**config.mk**
```make
export PLATFORM = sky130hd
export DESIGN_NAME = bloom_filter_driver
export DESIGN_NICKNAME = d
export VERILOG_FILES = /design/src/rtl/bloom_filter_driver.sv
export SDC_FILE = /design/constraint.sdc
export NUM_CORES = 1
export LEC_CHECK = 0
export ABC_AREA = 1
export BUFFER_PORTS_ARGS = -buffer_cell sky130_fd_sc_hd__clkbuf_2
export CAP_MARGIN = 20
export CORE_AREA = 5 5 175 177
export DETAILED_ROUTE_END_ITERATION = 12
export DIE_AREA = 0 0 180 182
export PLACE_DENSITY_LB_ADDON = 0.08
export SLEW_MARGIN = 20
export SYNTH_ARGS = -nofsm -noshare
export SYNTH_HDL_FRONTEND = slang
export SYNTH_SLANG_ARGS = --single-unit
```
**constraint.sdc**
```tcl
create_clock -name clk -period 4 [get_ports clk]
set_input_delay 0.8 -clock clk [delete_from_list [all_inputs] [get_ports clk]]
set_output_delay 0.8 -clock clk [all_outputs]
set_load 0.05 [all_outputs]
```
**src/rtl/bloom_filter_driver.sv**
```systemverilog
// Request-side initiator for the Bloom filter core: queues insert/query requests,
// strobes the core one request at a time and returns tagged responses with a watchdog.
module bloom_filter_driver #(
  parameter int DEPTH   = 4,
  parameter int TAG_W   = 4,
  parameter int TIMEOUT = 16
) (
  input  logic                   clk,
  input  logic                   rst,
  input  logic                   req_valid,
  output logic                   req_ready,
  input  logic                   req_op,
  input  logic [31:0]            req_data,
  input  logic [TAG_W-1:0]       req_tag,
  output logic                   resp_valid,
  input  logic                   resp_ready,
  output logic                   resp_op,
  output logic [TAG_W-1:0]       resp_tag,
  output logic                   resp_match,
  output logic                   resp_err,
  output logic                   bf_insert,
  output logic                   bf_query,
  output logic [31:0]            bf_data,
  input  logic                   bf_busy,
  input  logic                   bf_match,
  output logic [$clog2(DEPTH):0] fifo_count
);
  localparam int                 PTR_W = $clog2(DEPTH);
  localparam int                 CNT_W = $clog2(TIMEOUT + 1);
  localparam logic [PTR_W:0]     FULL  = (PTR_W + 1)'(DEPTH);
  localparam logic [PTR_W:0]     ONE   = (PTR_W + 1)'(1);
  localparam logic [CNT_W-1:0]   TMO   = CNT_W'(TIMEOUT);

  typedef enum logic [2:0] {IDLE, ISSUE, WAIT_BUSY, WAIT_DONE, RESP} state_e;

  typedef struct packed {
    logic             op;
    logic [31:0]      data;
    logic [TAG_W-1:0] tag;
  } cmd_t;

  state_e           state_q, state_d;
  cmd_t             mem_q [DEPTH];
  cmd_t             cmd_q, cmd_d, head;
  logic [PTR_W-1:0] wr_ptr_q, wr_ptr_d, rd_ptr_q, rd_ptr_d;
  logic [PTR_W:0]   count_q, count_d;
  logic [CNT_W-1:0] wcnt_q, wcnt_d;
  logic             cap_q, cap_d;
  logic             ins_q, ins_d, qry_q, qry_d;
  logic             resp_op_q, resp_op_d;
  logic [TAG_W-1:0] resp_tag_q, resp_tag_d;
  logic             resp_match_q, resp_match_d;
  logic             resp_err_q, resp_err_d;
  logic             push, pop, load_resp, wd_err;

  assign head       = mem_q[rd_ptr_q];
  assign req_ready  = (count_q != FULL);
  assign push       = req_valid && req_ready;
  assign fifo_count = count_q;
  assign resp_valid = (state_q == RESP);
  assign resp_op    = resp_op_q;
  assign resp_tag   = resp_tag_q;
  assign resp_match = resp_match_q;
  assign resp_err   = resp_err_q;
  assign bf_insert  = ins_q;
  assign bf_query   = qry_q;
  assign bf_data    = cmd_q.data;

  always_comb begin
    // NOTE: every signal written here gets a default first, so no path can infer a latch.
    state_d   = state_q;
    pop       = 1'b0;
    load_resp = 1'b0;
    wd_err    = 1'b0;
    case (state_q)
      IDLE: begin
        if (count_q != '0 && !bf_busy) begin
          pop     = 1'b1;
          state_d = ISSUE;
        end
      end
      ISSUE: state_d = WAIT_BUSY;
      WAIT_BUSY: begin
        if (bf_busy) begin
          state_d = WAIT_DONE;
        end else if (wcnt_q == TMO) begin
          load_resp = 1'b1;
          wd_err    = 1'b1;
          state_d   = RESP;
        end
      end
      WAIT_DONE: begin
        if (!bf_busy) begin
          load_resp = 1'b1;
          state_d   = RESP;
        end else if (wcnt_q == TMO) begin
          load_resp = 1'b1;
          wd_err    = 1'b1;
          state_d   = RESP;
        end
      end
      RESP: begin
        if (resp_ready) state_d = IDLE;
      end
      default: state_d = IDLE;
    endcase

    wr_ptr_d = push ? wr_ptr_q + PTR_W'(1) : wr_ptr_q;
    rd_ptr_d = pop  ? rd_ptr_q + PTR_W'(1) : rd_ptr_q;
    count_d  = count_q;
    if (push && !pop)      count_d = count_q + ONE;
    else if (!push && pop) count_d = count_q - ONE;

    cmd_d = pop ? head : cmd_q;
    ins_d = pop && !head.op;
    qry_d = pop && head.op;

    // Any state change restarts the watchdog, which covers entry to both wait states.
    if (state_d != state_q)  wcnt_d = '0;
    else if (wcnt_q == TMO)  wcnt_d = wcnt_q;
    else                     wcnt_d = wcnt_q + CNT_W'(1);

    cap_d = cap_q;
    if (pop) cap_d = 1'b0;
    else if ((state_q == WAIT_BUSY || state_q == WAIT_DONE) && bf_busy) cap_d = bf_match;

    resp_op_d    = resp_op_q;
    resp_tag_d   = resp_tag_q;
    resp_match_d = resp_match_q;
    resp_err_d   = resp_err_q;
    if (load_resp) begin
      resp_op_d    = cmd_q.op;
      resp_tag_d   = cmd_q.tag;
      resp_err_d   = wd_err;
      resp_match_d = cap_q & cmd_q.op & ~wd_err;
    end
  end

  // NOTE: sequential state uses <= so every flop samples pre-edge values regardless of order.
  always_ff @(posedge clk or posedge rst) begin
    if (rst) begin
      state_q      <= IDLE;
      wr_ptr_q     <= '0;
      rd_ptr_q     <= '0;
      count_q      <= '0;
      cmd_q        <= '0;
      wcnt_q       <= '0;
      cap_q        <= 1'b0;
      ins_q        <= 1'b0;
      qry_q        <= 1'b0;
      resp_op_q    <= 1'b0;
      resp_tag_q   <= '0;
      resp_match_q <= 1'b0;
      resp_err_q   <= 1'b0;
    end else begin
      state_q      <= state_d;
      wr_ptr_q     <= wr_ptr_d;
      rd_ptr_q     <= rd_ptr_d;
      count_q      <= count_d;
      cmd_q        <= cmd_d;
      wcnt_q       <= wcnt_d;
      cap_q        <= cap_d;
      ins_q        <= ins_d;
      qry_q        <= qry_d;
      resp_op_q    <= resp_op_d;
      resp_tag_q   <= resp_tag_d;
      resp_match_q <= resp_match_d;
      resp_err_q   <= resp_err_d;
    end
  end

  // NOTE: FIFO storage has no reset; the cleared count and pointers already mark it empty.
  always_ff @(posedge clk) begin
    if (push) mem_q[wr_ptr_q] <= cmd_t'{op: req_op, data: req_data, tag: req_tag};
  end

endmodule

```
==> results by group <==
Final layout
  • # diodes: 0
  • Commonest cells after routing, fill and taps aside: edfxtp_1, nand2_1, clkbuf_2
  • Nets: 774
  • Share of cells above drive strength 1: 0.238
  • # fillers: 2879
  • Area Overhead vs Synth: 17.1%
  • Most common cell after layout, fill and taps aside: edfxtp_1
  • Final Util: 0.342
  • Fin area: 0.00994 sq mm

Critical path
  • Arrival @ worst endpoint: 2.56 ns
  • Worst EP required: 4.21 ns
  • CP Capture Type: flip-flop
  • Startpoint Class: flip-flop
  • CP Class: reg2reg
  • Crit-path max FO: 26

Drt
  • Antenna viol nets, final: 0
  • Post-route DRC: 0
  • Drt pass-1 iters: 4
  • Wire length per cell: 16.9 microns
  • Starting DRC count in detailed routing: 236
  • WL final: 19100 microns
  • Via count: 4942
  • Via density per instance: 4.37

Synth
  • XOR/XNOR Fraction of Synth Area: 0.00825
  • Synth Area in Compound Gates: 0.0647
  • Synth warn: 0
  • FF+latch count, synth: 210
  • Simple-Gate Fraction of Synth Area: 0.109
  • Syn Area/Cell: 12.9 sq um
  • Cell taking the most area after synthesis: edfxtp_1
  • Post-Syn Nets: 710
  • Mux contribution to synthesized area: 0.0377
  • Cells after synthesis: 659
  • Top cells by area, synth: edfxtp_1, dfrtp_1, nand2_1
  • Share of the synthesized area in the top cell type: 0.524
  • Post-Syn Area: 0.00849 sq mm
  • Post-synthesis sequential area ratio: 0.706
  • Adder-cell share of the synthesized area: 0.0127
  • Largest family of logic cells by synthesized area: simple AND/OR/NAND/NOR gates
  • Library cells used by synthesis: 33

STA
  • Post-route minimum period: 2.36 ns
  • Max Freq: 425 MHz
  • Max_slew headroom: 0.319
  • Setup Skew: 0.0103 ns
  • Max Slew Vio Count: 0
  • RSZ-0062 raised after global routing: false
  • Post-route clock period utilization: 0.589
  • Total Neg Setup Slack: 0 ns
  • Final Hold Vio Count: 0
  • Setup violators final: 0
  • Slew @ Worst Pin: 1.02 ns

Clock tree
  • Number of setup buffers added after CTS: 0
  • Clock sink count: 210
  • CTS tree: done
  • CTS Buf Count: 24
  • H-tree lvl count: 1
  • Post-CTS Resized: 0
  • Root Driver: clkbuf_16
  • Hold_buf cts: 0
  • Clock buffer depth: 3
  • Worst-path clk slew: 0.06 ns
  • Clk_lat worst skew: 0.51 ns

Die
  • Die X: 180 microns
  • Initial Util: 0.292
  • Die height: 182 microns
  • Row count: 63
  • Core Footprint: 0.0291 sq mm
  • Top Ports: 89
  • DIE AREA: 0.0328 sq mm

Power and ir drop
  • Combinational Power Share: 0.341
  • Peak VDD IR: 0.362 mV
  • Sequential share of power: 0.392
  • P_int: 5.11 mW
  • Sw frac: 0.387
  • NetSw: 3.23 mW
  • Clock power frac: 0.266
  • Pleak: 4.05 nW
  • Pwr dens: 839 mW/mm^2

Place
  • PortBufs: 88
  • Dpl cell area: 0.00912 sq mm
  • Post-DP HPWL: 11400 microns
  • Placer Congestion: 0.705

Global routing
  • Largest net degree at the start of global routing: 76
  • Number of global-route vias before repair: 5234
  • Initial antenna violation count: 1
  • First-pass GRT wire length: 30100 microns
  • GRT Residual Overflow: 0
  • Total GRT Usage: 0.115

Flow run
  • Max Cap Viol: 0

Status
  • Outcome: completed

Hold path
  • Worst min-delay path class: in2async
layout make-up:
cell class	instances	area (sq um)	share of cell area
sequential	210	6000	0.604
multi-input combinational	360	2010	0.202
clock buffer	37	731	0.0735
timing repair buffer	98	515	0.0519
tap	390	488	0.0491
inverter	29	110	0.0111
clock inverter	7	87.6	0.00881
state kept, by name, indices dropped and copies added, names as in the netlist, 2 cells and up:
name / count
bf_data: 32
cmd_q: 5
fifo_count: 3
mem_q: 148
rd_ptr_q: 2
resp_tag: 4
state_q: 3
wcnt_q: 5
wr_ptr_q: 2
worst max-delay path: stages, from the launching register on:
cell and delay (ns):
dfrtp_1 0.43, inv_1 0.08, nand3_1 0.10, nand2_1 0.28, nor2_4 0.83, buf_4 0.32
power groups by stage:
stage	sequential, mW	clock [mW]	combinational, mW
final	3.27	2.22	2.85
after global routing	3.34	2.37	3.16
after CTS	3.28	2.29	2.94
after detailed placement	3.32	0	2.93
after global placement	3.31	0	2.92
after floorplan	3.36	0	2.29
worst paths after layout:
kind / to / cells after the start / slack, ns / startpoint
setup / recovery: mem_q[2][19]$_DFFE_PP_ / 5 / 1.64 / fifo_count[0]$_DFFE_PP0P_
hold / removal: fifo_count[0]$_DFFE_PP0P_ / 2 / 0.38 / rst
setup reg to reg: mem_q[2][19]$_DFFE_PP_ / 5 / 1.64 / fifo_count[0]$_DFFE_PP0P_
hold reg to reg: bf_data[16]$_DFFE_PP0P_ / 2 / 0.47 / bf_data[16]$_DFFE_PP0P_
max in group asynchronous: bf_data[11]$_DFFE_PP0P_ / 3 / 2.80 / rst
min in group clk: bf_data[16]$_DFFE_PP0P_ / 2 / 0.47 / bf_data[16]$_DFFE_PP0P_
cells in the mapped netlist:
library cell	number
o21a_1	1
o21ai_1	8
dfrtp_1	62
xnor2_1	1
nor2_4	1
ha_1	7
nand3_1	10
mux2i_1	32
nand2_1	118
o311ai_0	1
edfxtp_1	148
nand3_2	3
nor2_1	65
o21ai_0	44
nor2_2	9
and2_1	1
inv_1	25
a21o_1	1
a32oi_2	1
nor3_1	1
nand2_4	4
buf_2	15
fa_1	1
buf_6	6
inv_2	4
a21oi_2	5
o22ai_1	32
buf_1	2
nand2_2	6
clkbuf_1	5
xor2_1	7
buf_4	32
a21oi_1	1
per-layer routing:
metal  vias to the layer above  part of all wire  GRT usage
li1                       2384                 -          -
met1                      2434              0.46      0.150
met2                        90              0.48      0.198
met3                        32             0.043     0.0208
met4                         2             0.019     0.0341
met5                         -           0.00068          0
per-stage QoR:
step | hold slack (ns) | total power, mW | setup slack, ns | std cells
5_1_grt | 0.444 | 8.86 | 1.42 | 1131
2_1_floorplan | 0.450 | 5.65 | 0.475 | 659
6_report | 0.378 | 8.34 | 1.64 | 1131
3_3_place_gp | 0.460 | 6.23 | 1.29 | 1087
3_5_place_dp | 0.467 | 6.25 | 1.29 | 1087
4_1_cts | 0.389 | 8.51 | 1.53 | 1131
cell families after synthesis:
family | count (synthesis)
XOR/XNOR | 8
multiplexers | 32
flip-flops | 210
AO/OA/AOI/OAI | 94
AND/OR/NAND/NOR | 218
buffers and inverters | 89
adder cells (fa/ha/maj) | 8
Note: power is estimated with default switching activity, not from simulation.
